## src/rtl/mem_arb_pkg.sv

```systemverilog
// Shared types and constants for the two-port memory arbiter.
//   arb_state_t : arbiter FSM state encoding
//   NUM_PORTS   : number of requester ports
//   ERR_DATA    : read data returned to a requester on timeout
package mem_arb_pkg;

   typedef enum logic [1:0] {
      IDLE = 2'd0,
      BUSY = 2'd1,
      RESP = 2'd2
   } arb_state_t;

   localparam int          NUM_PORTS = 2;
   localparam logic [31:0] ERR_DATA  = 32'h0;

endpackage

```

## src/rtl/rr_arbiter2.sv

```systemverilog
// Combinational two-way round-robin pick.
//   req        : request vector, bit n = port n
//   last_grant : index of the port that owned the previous transaction
//   grant      : one-hot winner, 0 when nobody requests
module rr_arbiter2
   import mem_arb_pkg::*;
(
   input  logic [NUM_PORTS-1:0] req,
   input  logic                 last_grant,
   output logic [NUM_PORTS-1:0] grant
);

   always_comb begin
      grant = '0;
      case (req)
         2'b01:   grant = 2'b01;
         2'b10:   grant = 2'b10;
         // contention: the port that did not win last time goes next
         2'b11:   grant = last_grant ? 2'b01 : 2'b10;
         default: grant = '0;
      endcase
   end

endmodule

```

## src/rtl/mem_arbiter.sv

```systemverilog
// Two-port arbiter sharing one variable-latency memory between the CPU
// load/store port (port 0) and the loader/DMA port (port 1). One
// transaction in flight at a time, round-robin grants, timeout abort.
//   clk, reset        : clock and async active-low reset
//   m0_* / m1_*       : requester ports (req/we/addr/wdata in, ack/err/rdata out)
//   mem_*             : memory side (req/we/addr/wdata out, ack/rdata in)
//   busy, grant       : status; grant is the one-hot owner, 0 in IDLE
//
// state | meaning
// ------+----------------------------------------------------------
// IDLE  | no transaction; arbitrate requests each cycle
// BUSY  | mem_req held with latched fields, waiting for mem_ack/timeout
// RESP  | one-cycle ack (and err on timeout) to the granted port
module mem_arbiter
   import mem_arb_pkg::*;
#(
   parameter int ADDR_W  = 32,
   parameter int DATA_W  = 32,
   parameter int TIMEOUT = 255
) (
   input  logic              clk,
   input  logic              reset,
   input  logic              m0_req,
   input  logic              m0_we,
   input  logic [ADDR_W-1:0] m0_addr,
   input  logic [DATA_W-1:0] m0_wdata,
   output logic              m0_ack,
   output logic              m0_err,
   output logic [DATA_W-1:0] m0_rdata,
   input  logic              m1_req,
   input  logic              m1_we,
   input  logic [ADDR_W-1:0] m1_addr,
   input  logic [DATA_W-1:0] m1_wdata,
   output logic              m1_ack,
   output logic              m1_err,
   output logic [DATA_W-1:0] m1_rdata,
   output logic              mem_req,
   output logic              mem_we,
   output logic [ADDR_W-1:0] mem_addr,
   output logic [DATA_W-1:0] mem_wdata,
   input  logic              mem_ack,
   input  logic [DATA_W-1:0] mem_rdata,
   output logic              busy,
   output logic [1:0]        grant
);

   // Timeout fires at the end of the TIMEOUT-th BUSY cycle.
   localparam logic [7:0] TO_LAST = 8'(TIMEOUT - 1);

   arb_state_t                 state;
   logic [7:0]                 cnt;
   logic                       last_grant;
   logic [NUM_PORTS-1:0]       pick;
   logic                       timed_out;

   rr_arbiter2 u_rr (
      .req        ({m1_req, m0_req}),
      .last_grant (last_grant),
      .grant      (pick)
   );

   // mem_ack takes priority over a timeout firing in the same cycle
   assign timed_out = !mem_ack && (cnt >= TO_LAST);

   always_ff @(posedge clk or negedge reset) begin
      if (!reset) begin
         state      <= IDLE;
         cnt        <= '0;
         last_grant <= 1'b1;
         busy       <= 1'b0;
         grant      <= '0;
         mem_req    <= 1'b0;
         mem_we     <= 1'b0;
         mem_addr   <= '0;
         mem_wdata  <= '0;
         m0_ack     <= 1'b0;
         m0_err     <= 1'b0;
         m0_rdata   <= '0;
         m1_ack     <= 1'b0;
         m1_err     <= 1'b0;
         m1_rdata   <= '0;
      end else begin
         m0_ack <= 1'b0;
         m0_err <= 1'b0;
         m1_ack <= 1'b0;
         m1_err <= 1'b0;
         case (state)
            IDLE: begin
               if (pick != '0) begin
                  state      <= BUSY;
                  busy       <= 1'b1;
                  grant      <= pick;
                  last_grant <= pick[1];
                  cnt        <= '0;
                  mem_req    <= 1'b1;
                  mem_we     <= pick[1] ? m1_we    : m0_we;
                  mem_addr   <= pick[1] ? m1_addr  : m0_addr;
                  mem_wdata  <= pick[1] ? m1_wdata : m0_wdata;
               end
            end
            BUSY: begin
               if (cnt != 8'hFF) cnt <= cnt + 8'd1;
               if (mem_ack || timed_out) begin
                  state   <= RESP;
                  mem_req <= 1'b0;
                  m0_ack  <= grant[0];
                  m1_ack  <= grant[1];
                  m0_err  <= grant[0] & timed_out;
                  m1_err  <= grant[1] & timed_out;
                  if (timed_out) begin
                     if (grant[0]) m0_rdata <= DATA_W'(ERR_DATA);
                     if (grant[1]) m1_rdata <= DATA_W'(ERR_DATA);
                  end else if (!mem_we) begin
                     if (grant[0]) m0_rdata <= mem_rdata;
                     if (grant[1]) m1_rdata <= mem_rdata;
                  end
               end
            end
            RESP: begin
               state <= IDLE;
               busy  <= 1'b0;
               grant <= '0;
            end
            default: begin
               state   <= IDLE;
               busy    <= 1'b0;
               grant   <= '0;
               mem_req <= 1'b0;
            end
         endcase
      end
   end

endmodule
```

## config.mk

```make
export PLATFORM = sky130hd
export DESIGN_NAME = mem_arbiter
export DESIGN_NICKNAME = d
export VERILOG_FILES = /design/src/rtl/mem_arb_pkg.sv /design/src/rtl/rr_arbiter2.sv /design/src/rtl/mem_arbiter.sv
export SDC_FILE = /design/constraint.sdc
export NUM_CORES = 1
export LEC_CHECK = 0
export ABC_AREA = 0
export CAP_MARGIN = 20
export CELL_PAD_IN_SITES_DETAIL_PLACEMENT = 0
export CELL_PAD_IN_SITES_GLOBAL_PLACEMENT = 1
export CORE_MARGIN = 5
export CORE_UTILIZATION = 33
export DETAILED_ROUTE_END_ITERATION = 16
export PLACE_DENSITY_LB_ADDON = 0.1
export SETUP_SLACK_MARGIN = 0.02
export SYNTH_ARGS = -nofsm -noshare
export SYNTH_HDL_FRONTEND = slang
export SYNTH_HIERARCHICAL = 1
export SYNTH_SLANG_ARGS = --single-unit
```

## constraint.sdc

```tcl
create_clock -name clk -period 3.1 [get_ports clk]
set_clock_uncertainty 0.2 [all_clocks]
set_input_delay 0.62 -clock clk [delete_from_list [all_inputs] [get_ports clk]]
set_output_delay 0.62 -clock clk [all_outputs]
set_load 0.02 [all_outputs]
```

* Word-level counts from Yosys, hierarchy flattened
Cells that the tools add are included.
** Storage, ports and cells
- Flip-flop bits (word level) :: 148
- Input port bits :: 167
- Output and inout port bits :: 137
- Logic and storage cells :: 77
** Operators by class
- Add/sub/neg operators :: 1
- $lt $le $gt $ge :: 1
- Equality and inequality tests :: 10
- Mux-type cells :: 33
- Bitwise gates (word level) :: 4
- Reductions and logical operators :: 13
** Operator list (count)
- $mux 32 :: 10
- $mux 8 :: 2
- $pmux 8 s2 :: 1
- $mux 1 :: 11
- $add 8x1->8 const B :: 1
- $ge 8x8->1 const B :: 1
- $mux 2 :: 4
- $ne 8x8->1 const B :: 1
- $pmux 2 s2 :: 2
- $reduce_and 4->1 :: 2
- $eq 2x2->1 const B :: 3
- $ne 2x2->1 const B :: 3
- $pmux 2 s3 :: 1
- $reduce_and 2->1 :: 3
- $reduce_and 3->1 :: 2
- $eq 2x1->1 const B :: 2
- $reduce_bool 2->1 :: 2
- $pmux 1 s3 :: 1
- $and 1x1->1 :: 2
- $logic_not 2->1 :: 1
- $ne 2x1->1 const B :: 1
- $not 1->1 :: 2
- $pmux 1 s2 :: 1
- $logic_and 1x1->1 :: 1
- 2 further kinds :: 2

* Longest topological paths before layout
- Depth in word-level cells :: 5
- Mapped depth :: 7
- Mapped depth without buffers :: 6

* Hierarchy
The synthesis kept the hierarchy.
** Modules (own cells, without submodules)
- mem_arbiter :: times used 1, cells each 520, area each 6157.2 sq um, seq. area each 3704.8 sq um
- rr_arbiter2 :: times used 1, cells each 3, area each 18.8 sq um, seq. area each 0.0 sq um

* Worst setup path after synthesis
Ideal clock, no wire load.
- Path kind :: input -> register
- Start point :: input port m0_req
- End point :: register cnt[3]
- Library setup time :: 0.076 ns
- Arrival :: 1.802 ns
- Data required time :: 2.824 ns
- Path slack :: 1.021 ns
- Cell stages on the path :: 6
- Buffers on the path :: 1
- Path through :: a21boi_1 or3_1 o211ai_1 buf_2 or4_1 o21ai_1
** On the way
- Cells in the longest elaborated chain, start to end :: 5
- Elaborated cells between the ends (all ways) :: 7
- Classes of those cells :: eq/ne: 4; mux: 1; reduce/logical: 2
** Ends and longest elaborated chain
- start, declared :: RTL line mem_arbiter.sv:23 : input logic m0_req,
- $eq 2x2->1 / $eq 2x1->1 (equally long branches) :: RTL line rr_arbiter2.sv:15 : case (req)
- $pmux 2 s3 (*) :: RTL line rr_arbiter2.sv:15
- $reduce_bool 2->1 (*) :: RTL line mem_arbiter.sv:89 : if (pick != '0) begin
- $ne 2x2->1 (no source line) (*)
- $reduce_and 3->1 (no source line) (*)
- end signal, assigned :: RTL line mem_arbiter.sv:102 : if (cnt != 8'hFF) cnt <= cnt + 8'd1;
- end, declared :: RTL line mem_arbiter.sv:51 : logic [7:0] cnt;
Mark *: on every way between the ends. The rest lies on a longest branch, timed or not.
A chain may end at the register's enable or synchronous reset.

* Worst setup path after layout
- Start point :: input port m0_req
- End point :: register cnt[5]
** On the way
- Cells in the longest elaborated chain, start to end :: 5
- Elaborated cells between the ends (all ways) :: 7
- Classes of those cells :: eq/ne: 4; mux: 1; reduce/logical: 2
** Ends and longest elaborated chain
- $eq 2x2->1 / $eq 2x1->1 (equally long branches) :: RTL line rr_arbiter2.sv:15
- $pmux 2 s3 (*) :: RTL line rr_arbiter2.sv:15
- via pick[0] :: RTL line mem_arbiter.sv:53 : logic [NUM_PORTS-1:0] pick;
- $reduce_bool 2->1 (*) :: RTL line mem_arbiter.sv:89
- $ne 2x2->1 (no source line) (*)
- $reduce_and 3->1 (no source line) (*)
Mark *: on every way through the listed nets, which the timed path passes. The rest lies on a longest branch.

==> results.txt <==
The run finished with clean final reports. The post-route DRC violation count is 0. The number of placement rows came out at 50. Walking the worst path, the cells encountered are clkdlybuf4s50_1 > a21boi_1 > or3_1 > o211ai_1 > or4_1 > a21oi_1. Power comes to 0.00993 W. The TritonCTS buffer count came out at 17. The stage delay of the slowest cell on the critical path came out at 0.56 ns. The aggregate global-route resource usage is 17.9%. The area share of the largest cell type after synthesis is 59.6%. The average wire length per cell after detail routing is 18.2 µm. The relative slew slack is 49.3%. Setup repair after global routing left no endpoint under its margin. The number of distinct standard cells referenced by the synthesized netlist came out at 37. For this block, the initial DRC count from the detailed router was 193. The congestion estimate from routability-driven global placement came to 0.770. By startpoint and endpoint, the worst setup path is classified as input pin to register. The antenna diode instance count is 0. The tree is rooted in a sky130_fd_sc_hd__clkbuf_16. The analysis attributes to cell leakage a power of 4.41 nW.

The first global-routing pass estimated 30700 µm of wire. The kind of capture point of the worst setup path is a register. The count of antenna-violating nets left after detailed routing is 0. The post-placement worst setup slack came out at 0.290 ns.

The worst-case setup margin in the final layout is 0.692 ns. The final total negative setup slack came out at 0 ns. The total power divided by cell area came out at 988 nW/µm².

The summed instance area of the synthesized netlist came out at 6180 µm². The share of synthesized registers carrying an async set or reset came out at 100%. Compared with the post-synthesis result, the final layout area differs by 62.7%.

The area of the die came out at 21600 µm². The initial antenna violation count came out at 0. The clock net in this run drives a total of 148 sinks. The clock period could shrink to 2.41 ns. In this run the number of H-tree levels came out at 4. The pin count of the biggest net entering global routing is 67. The achievable frequency is 415 MHz.

The worst setup path is launched from an input pin. The number of nets in the layout is 993. Clock latency on the worst-skew pair, taken at its later pin, is 0.41 ns. The flop and latch count out of synthesis is 148. Among all stages on the critical path, the largest delay is contributed by sky130_fd_sc_hd__or4_1. STA puts the critical path data arrival time at 2.54 ns. The maximum ir drop on the vdd rail is 0.394 mV. In this run the horizontal extent of the chip is 147 µm. The count of input and output buffers came out at 303. The via density per instance is 4.83. The number of hold-slack violations in the final timing report is 0. The most used flip-flop cell after synthesis is sky130_fd_sc_hd__dfrtp_1. The overall routed net length came out at 19500 µm. The worst hold path class is register to register. The final critical-path share of the clock period is 77.7%. The transition time of the tightest slew-check pin came out at 0.757 ns. The longest clock path from root to sink contains 2 buffers. The highest fanout seen on the critical path came out at 12. In this run, synthesis inferred 0 flip-flops with an integrated enable. The biggest area contributor in the post-synthesis netlist is sky130_fd_sc_hd__dfrtp_1. The placeable core region is 18600 µm². Buffers added to address setup during post-CTS repair amount to 0.

The total vias in the final route is 5172. The detailed placer's ending HPWL is 14300 µm. The cell family contributing the most delay on the critical path is compound AO/OA/AOI/OAI gates. The number of global-route vias before repair came out at 5521. The cell count after synthesis is 523.

The commonest cells after synthesis are sky130_fd_sc_hd__dfrtp_1 (147), sky130_fd_sc_hd__nand2_1 (78), sky130_fd_sc_hd__a22o_1 (65), sky130_fd_sc_hd__mux2i_1 (65), sky130_fd_sc_hd__o21ai_0 (59). The clock tree from TritonCTS is built. The starting density of the core is 33.2%.

Across the run, the number of max-cap violations was 0. The post-synthesis net count is 692. The vertical extent of the die came out at 147 µm. The worst path required time came out at 3.23 ns. In the final layout, the share of cells above drive strength 1 is 6.57%. The CTS clock-pin slew for the worst setup and hold paths is 0.07 ns. In this run the mean area of a mapped cell was 11.8 µm².

Sorting the synthesized cells by area gives the leading types as sky130_fd_sc_hd__dfrtp_1 (60%), sky130_fd_sc_hd__mux2i_1 (11%), sky130_fd_sc_hd__a22o_1 (9.2%). The number of optimization iterations in the first detailed-route pass is 4. Setup violations remaining at the end of the flow were counted as 0. The yosys synthesis warning count came out at 6. The dominant cell by count in the synthesized netlist is sky130_fd_sc_hd__dfrtp_1. The boundary pin count came out at 304. The hold slack is 0.280 ns.

After global routing the overflow that remains totals 0. Counting both buffers and inverters, the worst setup path holds a total of 1. The portion of the post-synthesis area used by sequential elements came out at 60.0%. The count of pins over their slew limit is 0.
[tightest hold or removal path: cells and delay by family (launching register included)]
| family | cells | cell delay [ns] |
|---|---|---|
| DFF | 1 | 0.34 |
| and+or+nand+nor | 1 | 0.04 |
| AOI/OAI and AO/OA | 1 | 0.06 |
[power breakdown]
group	internal, W	switching, W	total, W
clock	0.00106	0.000893	0.00195
sequential	0.00279	0.000521	0.00331
combinational	0.00226	0.00240	0.00466
[flip-flops by register name, summed over array words and instances, names as in the netlist]
| name | flops |
|---|---|
| m0_rdata | 32 |
| m1_rdata | 32 |
| mem_addr | 32 |
| mem_wdata | 32 |
| cnt | 8 |
| grant | 2 |
| state | 2 |
| busy | 1 |
| last_grant | 1 |
| m0_ack | 1 |
| m0_err | 1 |
| m1_ack | 1 |
| m1_err | 1 |
| mem_req | 1 |
| mem_we | 1 |
[cells in the final DEF (no fill, tap or decap), types with 2 or more instances in the layout]
| cell type | instances |
|---|---|
| sky130_fd_sc_hd__o21ai_1 | 13 |
| sky130_fd_sc_hd__a22o_1 | 65 |
| sky130_fd_sc_hd__mux2i_1 | 65 |
| sky130_fd_sc_hd__inv_6 | 7 |
| sky130_fd_sc_hd__o31ai_1 | 2 |
| sky130_fd_sc_hd__and2_1 | 3 |
| sky130_fd_sc_hd__ha_1 | 2 |
| sky130_fd_sc_hd__or3_1 | 3 |
| sky130_fd_sc_hd__nand2_1 | 78 |
| sky130_fd_sc_hd__nor2_2 | 2 |
| sky130_fd_sc_hd__buf_4 | 9 |
| sky130_fd_sc_hd__clkbuf_16 | 17 |
| sky130_fd_sc_hd__clkinvlp_4 | 3 |
| sky130_fd_sc_hd__o21ai_0 | 59 |
| sky130_fd_sc_hd__nor3_1 | 2 |
| sky130_fd_sc_hd__a21o_1 | 2 |
| sky130_fd_sc_hd__inv_8 | 2 |
| sky130_fd_sc_hd__buf_12 | 4 |
| sky130_fd_sc_hd__dfrtp_1 | 147 |
| sky130_fd_sc_hd__clkdlybuf4s50_1 | 302 |
| sky130_fd_sc_hd__nor2_1 | 8 |
| sky130_fd_sc_hd__inv_1 | 6 |
| sky130_fd_sc_hd__o211ai_1 | 2 |
| sky130_fd_sc_hd__nand2b_1 | 2 |
| sky130_fd_sc_hd__o21bai_2 | 2 |
| sky130_fd_sc_hd__a21oi_1 | 6 |
| sky130_fd_sc_hd__or4_1 | 3 |
[routing by layer]
layer | vias to the layer above | global-route usage (%) | share of wire, %
met5 | - | 0 | 0
met4 | 0 | 6.21 | 1.7
met3 | 18 | 7.40 | 9.9
met2 | 231 | 28.2 | 47
met1 | 2443 | 22.2 | 42
li1 | 2480 | - | -
[stage by stage]
stage	utilization (%)	instance area, µm²	instances
finish	54.1	10000	1071
global route	54.1	10000	1071
CTS	54.1	10000	1071
detailed placement	51.0	9480	1038
global placement	51.0	9480	1038
floorplan	-	6180	523
[path summary, 6_finish.rpt]
kind                              startpoint            to  slack (ns)  cells after the start
worst max-delay path                  m0_req        cnt[5]        0.69                      6
worst min-delay path            mem_addr[24]  mem_addr[24]        0.28                      2
worst max register to register    last_grant        cnt[5]        0.84                      6
worst min register to register  mem_addr[24]  mem_addr[24]        0.28                      2
max in group asynchronous              reset   m0_rdata[7]        1.36                      3
min in group asynchronous              reset  m0_rdata[23]        0.52                      2
[repair_timing]
action                     CTS  global route
hold buffers                 1             0
resized for setup            0             0
setup endpoints to repair    0             0
hold endpoints to repair    52             0
[area by class of cell]
| cell class | instances | area, µm² |
|---|---|---|
| fillers | 1575 | 8530 |
| flip-flops and latches | 148 | 3700 |
| repair buffers | 317 | 3190 |
| multi-input cells | 334 | 2270 |
| clock buffers | 17 | 425 |
| well taps | 234 | 293 |
| clock inverters | 15 | 136 |
| inverters | 6 | 22.5 |
[kinds of logic (layout without fill, tap and decap cells)]
family,Yosys count,after routing,share of synthesized area (%)
buffers and inverters,41,355,3.65
DFF,148,148,60.0
xor gates and xnor gates,1,1,0.142
muxes,65,65,10.5
AOI/OAI and AO/OA,158,158,17.5
and+or+nand+nor,108,108,7.78
adders and majority gates,2,2,0.405
Power figures use the tool's default switching activity.
